==> src/rtl/cc_muxn_reg.sv <==
// rtl/cc_muxn_reg.sv - registered N:1 priority bus mux with zero guard cycles on channel change
module cc_muxn_reg #(
  parameter int WIDTH = 8,
  parameter int NCH = 4,
  parameter int BLANK = 1,
  parameter int HOLD_MODE = 0,
  localparam int CW = (NCH > 1) ? $clog2(NCH) : 1
) (
  input  logic                 CC_MUXN_CLOCK_50,
  input  logic                 CC_MUXN_RESET_InLow,
  input  logic [NCH-1:0]       CC_MUXN_select_InLow,
  input  logic [NCH*WIDTH-1:0] CC_MUXN_data_InBUS,
  output logic [WIDTH-1:0]     CC_MUXN_z_Out_Bus,
  output logic                 CC_MUXN_valid_Out,
  output logic [CW-1:0]        CC_MUXN_chan_Out
);

  // Guard counter only has to hold BLANK-1.
  localparam int BW = (BLANK > 1) ? $clog2(BLANK) : 1;

  typedef enum logic [1:0] {
    stIdle,
    stPass,
    stBlank
  } state_t;

  state_t           stateQ, stateD;
  logic [WIDTH-1:0] zQ, zD;
  logic             validQ, validD;
  logic [CW-1:0]    chanQ, chanD;
  logic [BW-1:0]    cntQ, cntD;

  logic [NCH-1:0]   req;
  logic             anyReq;
  logic [CW-1:0]    win;
  logic [WIDTH-1:0] winData;
  logic [WIDTH-1:0] idleZ;

  assign req    = ~CC_MUXN_select_InLow;
  assign anyReq = |req;

  // Value z takes when nobody is selected: cleared, or kept in hold mode.
  assign idleZ = (HOLD_MODE != 0) ? zQ : '0;

  // Priority pick: scanning downward leaves the lowest requesting index.
  always_comb begin
    win     = '0;
    winData = '0;
    for (int i = NCH - 1; i >= 0; i--) begin
      if (req[i]) begin
        win     = CW'(i);
        winData = CC_MUXN_data_InBUS[i*WIDTH +: WIDTH];
      end
    end
  end

  // Next-state and next-output decode; valid is only raised while passing data.
  always_comb begin
    stateD = stateQ;
    zD     = zQ;
    validD = 1'b0;
    chanD  = chanQ;
    cntD   = cntQ;
    case (stateQ)
      stIdle: begin
        if (anyReq) begin
          // No previous driver, so no guard is needed.
          stateD = stPass;
          zD     = winData;
          chanD  = win;
          validD = 1'b1;
        end else begin
          zD = idleZ;
        end
      end
      stPass: begin
        if (!anyReq) begin
          stateD = stIdle;
          zD     = idleZ;
        end else if (win == chanQ) begin
          zD     = winData;
          validD = 1'b1;
        end else if (BLANK == 0) begin
          zD     = winData;
          chanD  = win;
          validD = 1'b1;
        end else begin
          // This edge emits the first zero; the counter covers the rest.
          stateD = stBlank;
          zD     = '0;
          chanD  = win;
          cntD   = BW'(BLANK - 1);
        end
      end
      stBlank: begin
        zD = '0;
        if (cntQ != '0) begin
          cntD = cntQ - BW'(1);
        end else if (anyReq) begin
          // Guard finished: re-sample the requests afresh.
          stateD = stPass;
          zD     = winData;
          chanD  = win;
          validD = 1'b1;
        end else begin
          stateD = stIdle;
        end
      end
      default: begin
        stateD = stIdle;
        zD     = '0;
      end
    endcase
  end

  // State and output registers; reset clears everything without waiting for a clock.
  always_ff @(posedge CC_MUXN_CLOCK_50 or negedge CC_MUXN_RESET_InLow) begin
    if (!CC_MUXN_RESET_InLow) begin
      stateQ <= stIdle;
      zQ     <= '0;
      validQ <= 1'b0;
      chanQ  <= '0;
      cntQ   <= '0;
    end else begin
      stateQ <= stateD;
      zQ     <= zD;
      validQ <= validD;
      chanQ  <= chanD;
      cntQ   <= cntD;
    end
  end

  assign CC_MUXN_z_Out_Bus = zQ;
  assign CC_MUXN_valid_Out = validQ;
  assign CC_MUXN_chan_Out  = chanQ;

endmodule

==> config.mk <==
export PLATFORM = sky130hd
export DESIGN_NAME = cc_muxn_reg
export DESIGN_NICKNAME = d
export VERILOG_FILES = /design/src/rtl/cc_muxn_reg.sv
export SDC_FILE = /design/constraint.sdc
export NUM_CORES = 1
export LEC_CHECK = 0
export ABC_CLOCK_PERIOD_IN_PS = 2050
export CORE_MARGIN = 10
export CORE_UTILIZATION = 25
export CTS_CLUSTER_SIZE = 10
export DETAILED_ROUTE_END_ITERATION = 7
export DONT_BUFFER_PORTS = 1
export PLACE_DENSITY = 0.42
export SYNTH_ARGS = -nofsm -noshare
export SYNTH_HDL_FRONTEND = slang
export SYNTH_SLANG_ARGS = --single-unit
==> constraint.sdc <==
create_clock -name CC_MUXN_CLOCK_50 -period 2.05 [get_ports CC_MUXN_CLOCK_50]
set_input_delay 0.1025 -clock CC_MUXN_CLOCK_50 [delete_from_list [all_inputs] [get_ports CC_MUXN_CLOCK_50]]
set_output_delay 0.1025 -clock CC_MUXN_CLOCK_50 [all_outputs]
set_load 0.02 [all_outputs]
==> flow_summary.toml <==
[floorplanning]
initial_core_util_pct = 25.9
placementRows = 21
die_h_um = 78.8
fp.coreArea_sq_um = 3340
io_pins = 49
die_width_um = 78.8
die_area_sq_um = 6200

[synthesis]
synthDominantAreaCellType = "dfrtp_1"
post-synth-top-area-fraction_pct = 37.7
asyncSetResetFlopFracSynth_pct = 100
netlist_instances = 94
synth_most_common_cell = "nor2_1"
synth_seq_cells = 13
yosysUniqueCellTypes = 25
synth_area_per_cell_sq_um = 9.18
ys_top_cells_by_count = "nor2_1 (17), dfrtp_1 (13), a31oi_1 (9), mux2i_1 (9), nand2b_1 (9)"
synthesis.nets = 132
area_contributors_post_synth = "dfrtp_1 (38%), mux2i_1 (10%), nor2_1 (7.4%)"
synth_warnings = 0
post_synth_edffs = 0
predominant_post_synthesis_flop_cell = "dfrtp_1"
synth_seq_area_share_pct = 37.7
netlist_area_sq_um = 863

[timing]
final.setup.tns_ns = 0
worst_slew_pin_slew_ns = 0.587
timing.final.max_slew_violations = 0
fin_skew_ns = 0.0135
clock.fmax_mhz = 574
min_period_ns = 1.74
timing.final.crit_share_pct = 85.0
maxSlewHeadroom_pct = 60.7
worst_hold_slack_ns = 0.00744
rsz0062_at_grt = "false"
timing.final.setup_violations = 0
hold_violations_final = 0

[power]
power.leakage_nw = 0.409
vdd.ir_drop.worst_mv = 0.257
power_density_nw_per_um2 = 996
totalPowerFinal_mw = 0.985

[detailed_routing]
postRouteAntennaNets = 0
vias = 719
dr.pass1.iters = 4
drt_drc_violations_left = 0
violation_count_after_the_first_detailed_route_iteration = 18
routed_via_density = 4.99
drt-total-wl_mm = 2.70
routed_wire_length_per_instance_um = 18.7

[worst_setup_path]
cp_max_stage_cell = "dfrtp_1"
path_max_fanout = 8
crit_required_ns = 2.22
critical_path.cell_chain = "nor3_1 -> a311oi_1 -> o221ai_2 -> mux2_4"
timing.critical_path.slowest_cell_delay_ns = 0.60
setup.worst_path.class = "flip-flop to flip-flop"
path_depth = 4
worst_ep_arrival_time_ns = 1.91
critical_path.endpoint_type = "flip-flop"
worst-path-buf-inv = 0
critical_path.startpoint_type = "flip-flop"
timing.critical_path.max_delay_family = "flip-flops"
r2r.worst_path.cells = 4

[cts]
clk_latency_ns = 0.27
numCtsBuffers = 3
cts_tree = "built"
cts.sink_count = 13
cts_max_level = 1
clk_pin_slew_ns = 0.09
max-clock-path-buffers = 2
cts.root.buffer_cell = "clkbuf_4"
ctsResizeCount = 0

[final_layout]
final_layout_size_suffix_gt1_share_pct = 7.14
layout.cell_area.non_filler_sq_um = 988
areaGrowthSynthToFinish_pct = 14.5
nets = 137
antenna_cells_inserted = 0

[grt]
grt_pass1_vias = 767
antenna_found_initial = 0
overflow = 0
globalRouteTotalUtil_pct = 8.35
grt_max_degree = 24
grt_pass1_wl_mm = 4.00

[placement]
buffer_ports.inserted = 0
placedInstanceArea_sq_um = 882
gp_congestion = 0.684
dp_hpwl_mm = 2.05

[min_path]
holdCritPathClass = "primary input to flip-flop"
whs_path_depth = 2

[outcome]
status = "finished, final reports clean"

[job]
timing.max_cap.violations = 0
-- stage by stage --
stage	cells	utilization [%]	worst slack, ns
finish	144	29.6	0.307
global placement	132	26.4	0.364
floorplan	94	-	0.460
global route	144	29.6	0.185
detailed placement	132	26.4	0.329
CTS	143	29.3	0.311
-- sequential cells by signal (all words and copies together) (netlist names) --
signal             flops
CC_MUXN_chan_Out       2
CC_MUXN_valid_Out      1
CC_MUXN_z_Out_Bus      8
stateQ                 2
-- area by class of cell --
| class | count | area (sq um) |
|---|---|---|
| inverters | 3 | 11.3 |
| fillers | 371 | 2350 |
| repair buffers | 8 | 80.1 |
| flip-flops and latches | 13 | 325 |
| well taps | 46 | 57.6 |
| multi-input cells | 70 | 488 |
| clock buffers | 4 | 26.3 |
-- power breakdown --
| part | switching [mW] | internal [mW] | total (mW) | leakage, nW |
|---|---|---|---|---|
| clock network | 0.0798 | 0.0752 | 0.155 | 0.0150 |
| logic | 0.136 | 0.144 | 0.279 | 0.231 |
| registers | 0.192 | 0.358 | 0.550 | 0.163 |
| total | 0.408 | 0.577 | 0.985 | 0.409 |
-- worst paths after layout --
| path | from | end | slack [ns] |
|---|---|---|---|
| worst max-delay path | CC_MUXN_chan_Out[0] | CC_MUXN_chan_Out[1] | 0.31 |
| worst min-delay path | CC_MUXN_data_InBUS[4] | CC_MUXN_z_Out_Bus[4] | 0.007 |
| worst max register to register | CC_MUXN_chan_Out[0] | CC_MUXN_chan_Out[1] | 0.31 |
| worst min register to register | stateQ[0] | stateQ[1] | 0.60 |
| max in group asynchronous | CC_MUXN_RESET_InLow | CC_MUXN_z_Out_Bus[1] | 1.39 |
| min in group asynchronous | CC_MUXN_RESET_InLow | CC_MUXN_z_Out_Bus[3] | 0.26 |
-- logic make-up (layout without fill, tap and decap cells) --
group                  after synthesis  after routing  synth area share [%]
AOI/OAI and AO/OA                   18             18                  16.5
buffers and inverters               11             15                  5.80
DFF                                 13             13                  37.7
muxes                               10             10                  12.2
and+or+nand+nor                     42             42                  27.8
-- layer usage --
metal | global-route usage [%] | wire length (um) | vias to the layer above
li1 | - | - | 346
met1 | 9.03 | 1080 | 341
met2 | 13.6 | 1350 | 28
met3 | 4.05 | 230 | 4
met4 | 3.76 | 41 | 0
met5 | 0 | 0 | -
-- worst reg2reg max path, stage by stage (launching register included) --
cell and delay, ns:
dfrtp_1 0.60, nor3_1 0.12, a311oi_1 0.42, o221ai_2 0.18, mux2_4 0.32
-- layout by cell type, fill, tap and decap left out, types with 2 or more instances in the layout --
| master | n |
|---|---|
| inv_1 | 3 |
| nand3b_1 | 8 |
| a31oi_1 | 9 |
| nor2_1 | 17 |
| dfrtp_1 | 13 |
| nand2_1 | 2 |
| nand2b_1 | 9 |
| mux2i_1 | 9 |
| a41oi_1 | 2 |
| and4bb_1 | 2 |
| dlygate4sd3_1 | 8 |
| clkbuf_4 | 3 |
-- what timing repair did --
item | 4_1_cts | 5_1_grt
setup buffers | 0 | 0
hold endpoints to repair | 18 | 1
hold buffers | 7 | 1
No activity file was read; power rests on OpenSTA's default activity.
